===== src/rtl/mfp_als_spi_sampler.sv =====
// rtl/mfp_als_spi_sampler.sv - PMOD ALS SPI conversion sequencer with periodic/software triggers
module mfp_als_spi_sampler #(
    parameter int SCK_DIV       = 25,
    parameter int SAMPLE_PERIOD = 50000,
    parameter int CS_SETUP      = 2,
    parameter int CS_QUIET      = 4
) (
    input  logic       HCLK,
    input  logic       HRESETn,
    input  logic       auto_en,
    input  logic       start_req,
    output logic       SPI_CS,
    output logic       SPI_SCK,
    input  logic       SPI_SDO,
    output logic [7:0] value,
    output logic       valid,
    output logic       busy,
    output logic       overrun
);
    localparam int CNT_MAX = (SCK_DIV > CS_SETUP) ? ((SCK_DIV > CS_QUIET) ? SCK_DIV : CS_QUIET)
                                                  : ((CS_SETUP > CS_QUIET) ? CS_SETUP : CS_QUIET);
    localparam int CNT_W   = $clog2(CNT_MAX + 1);
    localparam int PER_W   = $clog2(SAMPLE_PERIOD + 1);

    typedef enum logic [1:0] {IDLE, SETUP, SHIFT, QUIET} state_t;

    state_t             state, state_nx;
    logic [CNT_W-1:0]   tick, tick_nx;
    logic [5:0]         edge_cnt, edge_nx;
    logic [15:0]        shreg, shreg_nx, shifted;
    logic               cs_nx, sck_nx, valid_nx, overrun_nx, pending, pending_nx;
    logic [7:0]         value_nx;
    logic [PER_W-1:0]   per_cnt;
    logic               sdo_q1, sdo_q2;
    logic               auto_tc, req, take;

    assign auto_tc = auto_en && (per_cnt == PER_W'(SAMPLE_PERIOD - 1));
    assign req     = auto_tc | start_req;
    assign take    = (state == IDLE) && pending;
    assign busy    = (state != IDLE);
    assign shifted = {shreg[14:0], sdo_q2};

    always_ff @(posedge HCLK or negedge HRESETn) begin
        if (!HRESETn) begin
            per_cnt <= '0;
            sdo_q1  <= 1'b0;
            sdo_q2  <= 1'b0;
        end else begin
            sdo_q1 <= SPI_SDO;
            sdo_q2 <= sdo_q1;
            if (!auto_en || auto_tc) per_cnt <= '0;
            else                     per_cnt <= per_cnt + 1'b1;
        end
    end

    always_ff @(posedge HCLK or negedge HRESETn) begin
        if (!HRESETn) begin
            state    <= IDLE;
            tick     <= '0;
            edge_cnt <= '0;
            shreg    <= '0;
            SPI_CS   <= 1'b1;
            SPI_SCK  <= 1'b1;
            value    <= '0;
            valid    <= 1'b0;
            overrun  <= 1'b0;
            pending  <= 1'b0;
        end else begin
            state    <= state_nx;
            tick     <= tick_nx;
            edge_cnt <= edge_nx;
            shreg    <= shreg_nx;
            SPI_CS   <= cs_nx;
            SPI_SCK  <= sck_nx;
            value    <= value_nx;
            valid    <= valid_nx;
            overrun  <= overrun_nx;
            pending  <= pending_nx;
        end
    end

    always_comb begin
        state_nx   = state;
        tick_nx    = tick;
        edge_nx    = edge_cnt;
        shreg_nx   = shreg;
        cs_nx      = SPI_CS;
        sck_nx     = SPI_SCK;
        value_nx   = value;
        valid_nx   = 1'b0;
        overrun_nx = 1'b0;
        pending_nx = pending;

        // The slot frees up in the cycle it is taken, so a request then refills it.
        if (take)       pending_nx = req;
        else if (req) begin
            pending_nx = 1'b1;
            overrun_nx = pending;
        end

        case (state)
            IDLE: begin
                if (pending) begin
                    state_nx = SETUP;
                    tick_nx  = '0;
                    cs_nx    = 1'b0;
                    sck_nx   = 1'b1;
                end
            end
            SETUP: begin
                if (tick == CNT_W'(CS_SETUP - 1)) begin
                    state_nx = SHIFT;
                    tick_nx  = '0;
                    edge_nx  = '0;
                end else begin
                    tick_nx = tick + 1'b1;
                end
            end
            SHIFT: begin
                if (tick == CNT_W'(SCK_DIV - 1)) begin
                    tick_nx = '0;
                    edge_nx = edge_cnt + 1'b1;
                    sck_nx  = ~SPI_SCK;
                    // edge_cnt odd means the edge now issued is even, i.e. rising
                    if (edge_cnt[0]) shreg_nx = shifted;
                    if (edge_cnt == 6'd31) begin
                        value_nx = shifted[12:5];
                        valid_nx = 1'b1;
                        cs_nx    = 1'b1;
                        state_nx = QUIET;
                    end
                end else begin
                    tick_nx = tick + 1'b1;
                end
            end
            QUIET: begin
                if (tick == CNT_W'(CS_QUIET - 1)) begin
                    state_nx = IDLE;
                    tick_nx  = '0;
                end else begin
                    tick_nx = tick + 1'b1;
                end
            end
            default: state_nx = IDLE;
        endcase
    end
endmodule


===== config.mk =====
export PLATFORM = sky130hd
export DESIGN_NAME = mfp_als_spi_sampler
export DESIGN_NICKNAME = d
export VERILOG_FILES = /design/src/rtl/mfp_als_spi_sampler.sv
export SDC_FILE = /design/constraint.sdc
export NUM_CORES = 1
export LEC_CHECK = 0
export CORE_MARGIN = 2
export CORE_UTILIZATION = 40
export CTS_BUF_LIST = sky130_fd_sc_hd__clkbuf_8 sky130_fd_sc_hd__clkbuf_16
export CTS_CLUSTER_DIAMETER = 100
export CTS_CLUSTER_SIZE = 14
export DETAILED_ROUTE_END_ITERATION = 8
export PLACE_DENSITY_LB_ADDON = 0.12
export SLEW_MARGIN = 20
export SYNTH_ARGS = -nofsm -noshare
export SYNTH_HDL_FRONTEND = slang
export SYNTH_SLANG_ARGS = --single-unit

===== constraint.sdc =====
create_clock -name HCLK -period 2.4 [get_ports HCLK]
set_input_delay 0.24 -clock HCLK [delete_from_list [all_inputs] [get_ports HCLK]]
set_output_delay 0.24 -clock HCLK [all_outputs]
set_load 0.005 [all_outputs]

==> results of run 1 <==
-- cells by family (layout without fill, tap and decap cells) --
kind of cell,count (synthesis),in the layout,share of synthesized area
compound gates,33,33,0.08235
mux,24,24,0.1008
fa+ha+maj,10,10,0.04733
simple gates,82,82,0.1742
buf+inv,17,39,0.02461
xor+xnor,12,12,0.03976
flops,56,56,0.5310
-- flip-flops by register name (all words and copies together) (netlist names) --
name / flops
overrun: 1
state: 2
valid: 1
per_cnt: 16
edge_cnt: 6
sdo_q1: 1
shreg: 12
SPI_SCK: 1
value: 8
pending: 1
sdo_q2: 1
SPI_CS: 1
tick: 5
-- final cells by class --
type | count | area share
clock buffers | 5 | 0.02297
multi-input cells | 161 | 0.3922
well taps | 77 | 0.03216
clock inverters | 3 | 0.007519
flip-flops and latches | 56 | 0.4687
repair buffers | 20 | 0.06266
inverters | 11 | 0.01378
-- final timing paths --
path | from | to | slack (ps) | cells after the start
min in group HCLK | SPI_SDO | sdo_q1 | 360 | 1
hold reg to reg | sdo_q1 | sdo_q2 | 360 | 0
setup / recovery | tick[1] | edge_cnt[5] | 150 | 6
hold / removal | HRESETn | tick[4] | 40 | 2
setup reg to reg | tick[1] | edge_cnt[5] | 150 | 6
max in group asynchronous | HRESETn | per_cnt[5] | 1890 | 2
-- stage by stage --
step | setup WS, ps | total power [mW]
2_1_floorplan | 161.3 | 0.9822
3_3_place_gp | 213.0 | 1.014
3_5_place_dp | 174.9 | 1.015
4_1_cts | 153.4 | 1.555
5_1_grt | 58.26 | 1.586
6_report | 149.5 | 1.521
-- power breakdown --
part | switching (mW) | total (mW) | leakage [nW] | internal [mW]
sequential | 0.00538 | 0.955 | 0.736 | 0.950
combinational | 0.0266 | 0.0383 | 0.541 | 0.0117
clock | 0.317 | 0.527 | 0.0485 | 0.210
-- layer usage --
| metal | global-route usage | vias up | share of wire |
|---|---|---|---|
| met4 | 0.04329 | 0 | 0.0063 |
| li1 | - | 889 | - |
| met1 | 0.1893 | 846 | 0.51 |
| met5 | 0 | - | 0 |
| met3 | 0.03307 | 2 | 0.021 |
| met2 | 0.2053 | 14 | 0.46 |
-- layout by cell type, fill, tap and decap left out, drive strengths merged, types with 4 or more instances in the layout --
cell type / n
buf: 4
nor2: 18
dfrtp: 54
nand3: 15
o21ai: 7
inv: 12
clkbuf: 5
o31ai: 4
nand2: 12
mux2: 21
or4: 5
xnor2: 9
nor3: 5
a21oi: 9
clkdlybuf4s50: 16
ha: 10
==> impl_metrics.csv, run 1 <==
group,metric,value,unit
sta,period_minus_slack,2250,ps
synth,synthesis.area,0.002644,sq mm
placed_design,hpwlAfterDp,3149,um
worst_setup_path,cpMaxStageDelayCell,"or4b_2",
drt,drc,0,
synth,seq_area_frac_synth,0.5310,
finish,layout-drive-gt1-share,0.1680,
finish,multi_input_area,0.001175,sq mm
worst_setup_path,crit_path_start_kind,"flip-flop",
sta,fin_crit_sh,0.9377,
clock_network,cts_tree,"done",
worst_setup_path,path_class,"reg -> reg",
drt,wl_per_cell,13.88,um
worst_setup_path,cpPeakStageDelay,630,ps
synth,yosys.area.top_type_share,0.5111,
floorplan,row_count,29,
sta,slew_viol_final,0,
synth,syn_inst,234,
sta,whs,40.63,ps
floorplan,die_h,85.30,um
drt,antenna_left,0,
clock_network,ctsHoldBuffers,0,
synth,yosys.area.top_type,"dfrtp_1",
worst_setup_path,crit_required,2640,ps
sta,max-slew-margin-rel,0.5376,
finish,regArea,0.001404,sq mm
synth,synth_commonest_cells,"dfrtp_1 (54), mux2_2 (21), nor2_1 (18), nand3_1 (15), nand2_1 (12)",
clock_network,cts_inserted_buffers,5,
worst_setup_path,worst_setup_path_end_kind,"flip-flop",
worst_setup_path,cp_top_family,"simple AND/OR/NAND/NOR gates",
synth,syn-num-nets,249,
synth,yosys-top-cells-area,"dfrtp_1 (51%), mux2_2 (8.9%), ha_1 (4.7%)",
floorplan,ios,18,
global_routing,grt_max_degree,57,
finish,nets,270,
clock_network,cts_root_buffer,"clkbuf_8",
synth,yosysMostFrequentCell,"dfrtp_1",
global_routing,grt_pass1_vias,1719,
synth,ys_ff_latch,56,
placed_design,gp_congestion,0.7939,
global_routing,antenna_found_initial,0,
placed_design,io_buffers,17,
finish,finish.utilization,0.4690,
finish,layoutNonFillerInstCount,333,
flow_run,maxCapViolCount,0,
floorplan,core,0.006386,sq mm
clock_network,clock_sinks,56,
clock_network,clkSlewWorstSetupHoldPaths,100,ps
drt,wl,4622,um
power_and_ir_drop,power_density,507.7,mW/mm^2
synth,ys.warnings.count,0,
status,outcome,"finished, final reports clean",
worst_setup_path,worst-path-buf-inv,1,
synth,synth-edff-count,0,
finish,syn_to_final_growth,13.30,%
synth,ys_async_sr_fraction,1.000,
sta,hold_viol,0,
sta,finalClockSkew,7.748,ps
finish,antennaDiodeCount,0,
synth,synth.avg_cell_area,11.30,sq um
drt,drt-initial-drc-count,79,
floorplan,initial_core_util,0.4140,
min_path,hp-class,"in -> async",
worst_setup_path,crit_fanout,9,
power_and_ir_drop,irDropWorstVdd,0.0002763,V
power_and_ir_drop,p_leak,1.326,nW
global_routing,grt.total_usage,0.1346,
finish,n_fill_cell,602,
global_routing,grt_pass1_wl,7997,um
clock_network,clock_path_buffers,2,
synth,synthFlopType,"dfrtp_1",
sta,tightestPinTransition,693.6,ps
drt,drt-pass1-iter-count,4,
clock_network,htreeDepth,2,
floorplan,die-area,0.007276,sq mm
sta,finalSetupViolations,0,
clock_network,ctsResizeCount,0,
worst_setup_path,crit_chain,"inv_1 -> ha_1 -> or4b_4 -> and2_2 -> or4b_2 -> a21oi_1",
worst_setup_path,cp.arrival,2490,ps
clock_network,clkLatencyLatePin,310,ps
drt,vias,1751,
floorplan,die_w,85.30,um
placed_design,place_inst,325,
drt,drt-vias-per-instance,5.258,
sta,final.setup.tns,0,ps
global_routing,overflow,0,
finish,final_cell_area,0.002995,sq mm
placed_design,place_area,0.002904,sq mm
clock_network,post_cts_buffers,0,
sta,rsz0062_at_grt,"no",
sta,fmax,444.3,MHz
synth,synth_cell_types,51,
(Power assumes the default switching activity.)
==> run 2: changes to the inputs <==
clock period = 2.65 ns   (was 2.4 ns; I/O delays follow)
==> run 2 against run 1 <==
  * Largest power group unchanged
  * Die area did not move
  * Flip-flop and latch count unchanged
  * Register-to-register slack better by 240 ps
  * Highest routed layer unchanged
  * Largest cell class unchanged
==> impl_metrics.csv, run 2 (same netlist as run 1, synthesis figures left out) <==
group,metric,value,unit
sta,finalSetupViolations,0,
power_and_ir_drop,net-switching-power,0.3202,mW
floorplan,die_h,85.30,um
clock_network,cts_root_buffer,"clkbuf_8",
finish,antennaDiodeCount,0,
min_path,hp-class,"reg -> reg",
clock_network,cts_inserted_buffers,5,
worst_setup_path,r2r-start,"tick[1]",
finish,syn_to_final_growth,14.01,%
clock_network,clkLatencyLatePin,310,ps
floorplan,initial_core_util,0.4140,
global_routing,grt_max_degree,24,
global_routing,grt_pass1_wl,8066,um
drt,drt-initial-drc-count,53,
finish,largestRegisters,"per_cnt (16), shreg (12), value (8)",
finish,mostFrequentLayoutCells,"dfrtp_1 (54), mux2_2 (21), nor2_1 (18)",
clock_network,clock_sinks,56,
clock_network,htreeDepth,2,
sta,rsz0062_at_grt,"no",
finish,regArea,0.001404,sq mm
placed_design,hpwlAfterDp,3308,um
min_path,hold_start,"sdo_q1",
power_and_ir_drop,clkPwrFrac,0.346,
finish,nets,272,
clock_network,ctsResizeCount,0,
worst_setup_path,crit_path_start_kind,"flip-flop",
finish,multi_input_area,0.001175,sq mm
drt,wl,4745,um
global_routing,grt_pass1_vias,1710,
global_routing,grt_busiest_layer,"met2",
worst_setup_path,cp_top_family,"simple AND/OR/NAND/NOR gates",
worst_setup_path,cpPeakStageDelay,640,ps
finish,layout_commonest_cell,"dfrtp_1",
drt,antenna_left,0,
sta,max-slew-margin-rel,0.6294,
drt,drt-vias-per-instance,5.313,
drt,drt-pass1-iter-count,5,
sta,tightestPinTransition,540.4,ps
finish,regMostFlops,"per_cnt",
power_and_ir_drop,p_sw_frac,0.2319,
drt,wl_per_cell,14.16,um
clock_network,ctsHoldBuffers,1,
power_and_ir_drop,p_seq_frac,0.626,
clock_network,clkSlewWorstSetupHoldPaths,110,ps
sta,final.setup.tns,0,ps
floorplan,row_count,29,
worst_setup_path,cpMaxStageDelayCell,"or4b_2",
finish,final_cell_area,0.003014,sq mm
floorplan,die-area,0.007276,sq mm
worst_setup_path,path_class,"reg -> reg",
global_routing,grtUsageMet2,0.2109,
worst_setup_path,crit_fanout,9,
power_and_ir_drop,p_leak,1.326,nW
drt,vias,1780,
worst_setup_path,crit_required,2890,ps
floorplan,core,0.006386,sq mm
placed_design,place_area,0.002912,sq mm
global_routing,use_met1,0.1937,
global_routing,antenna_found_initial,0,
clock_network,clock_path_buffers,2,
floorplan,ios,18,
global_routing,gr-usage-met3,0.02724,
floorplan,die_w,85.30,um
worst_setup_path,cp-startpoint,"tick[1]",
worst_setup_path,crit_chain,"inv_1 -> ha_1 -> or4b_4 -> and2_2 -> or4b_2 -> a21oi_1",
power_and_ir_drop,power_density,458.1,mW/mm^2
status,outcome,"finished, final reports clean",
sta,fmax,442.8,MHz
global_routing,overflow,0,
drt,drc,0,
placed_design,gp_congestion,0.7654,
sta,period_minus_slack,2258,ps
clock_network,cts_tree,"done",
finish,layout-drive-gt1-share,0.1705,
finish,n_fill_cell,587,
flow_run,maxCapViolCount,0,
power_and_ir_drop,internal_power,1.061,mW
worst_setup_path,worst_setup_path_end_kind,"flip-flop",
power_and_ir_drop,irDropWorstVdd,0.0002624,V
sta,finalClockSkew,11.11,ps
worst_setup_path,worst-path-buf-inv,1,
placed_design,io_buffers,17,
worst_setup_path,cp.arrival,2500,ps
clock_network,post_cts_buffers,0,
power_and_ir_drop,p_comb_frac,0.028,
global_routing,grt.total_usage,0.1377,
finish,largest_register_ffs,16,
sta,hold_viol,0,
sta,fin_crit_sh,0.8522,
sta,slew_viol_final,0,
## run 2: metal layers
metal,part of all wire,vias up
met4,0.0063,0
met1,0.50,862
li1,-,888
met3,0.032,2
met5,0,-
met2,0.46,28
## run 2: area by class of cell
class                      instances  area share
clock inverter                     3    0.007887
timing repair buffer              22     0.06808
tap                               77     0.03196
multi-input combinational        161      0.3898
sequential                        56      0.4658
inverter                          11     0.01370
clock buffer                       5     0.02283
## run 2: worst paths after layout
check	slack, ps	to	depth (start not counted)
max	390	edge_cnt[5]	6
min	360	sdo_q2	0
max reg2reg	390	edge_cnt[5]	6
min reg2reg	360	sdo_q2	0
max in group asynchronous	1500	per_cnt[12]	3
min in group asynchronous	470	edge_cnt[3]	2
## run 2: through the flow
| step | worst slack [ps] | util | power [mW] | instances | hold slack, ps |
|---|---|---|---|---|---|
| 3_5_place_dp | 411.6 | 0.4559 | 0.9205 | 326 | 296.9 |
| 6_report | 391.8 | 0.4720 | 1.381 | 335 | 359.8 |
| 5_1_grt | 308.5 | 0.4720 | 1.455 | 335 | 357.3 |
| 3_3_place_gp | 457.6 | 0.4559 | 0.9194 | 326 | 289.6 |
| 4_1_cts | 390.1 | 0.4720 | 1.412 | 335 | 362.5 |
| 2_1_floorplan | 411.3 | - | 0.8895 | 234 | -30.59 |
## run 2: power by group through the flow
| stage | Clock (mW) | Sequential [mW] | Combinational (mW) |
|---|---|---|---|
| 3_3_place_gp | 0 | 0.881 | 0.0385 |
| 6_report | 0.478 | 0.864 | 0.0380 |
| 4_1_cts | 0.507 | 0.865 | 0.0403 |
| 2_1_floorplan | 0 | 0.880 | 0.00903 |
| 5_1_grt | 0.544 | 0.866 | 0.0446 |
| 3_5_place_dp | 0 | 0.881 | 0.0395 |
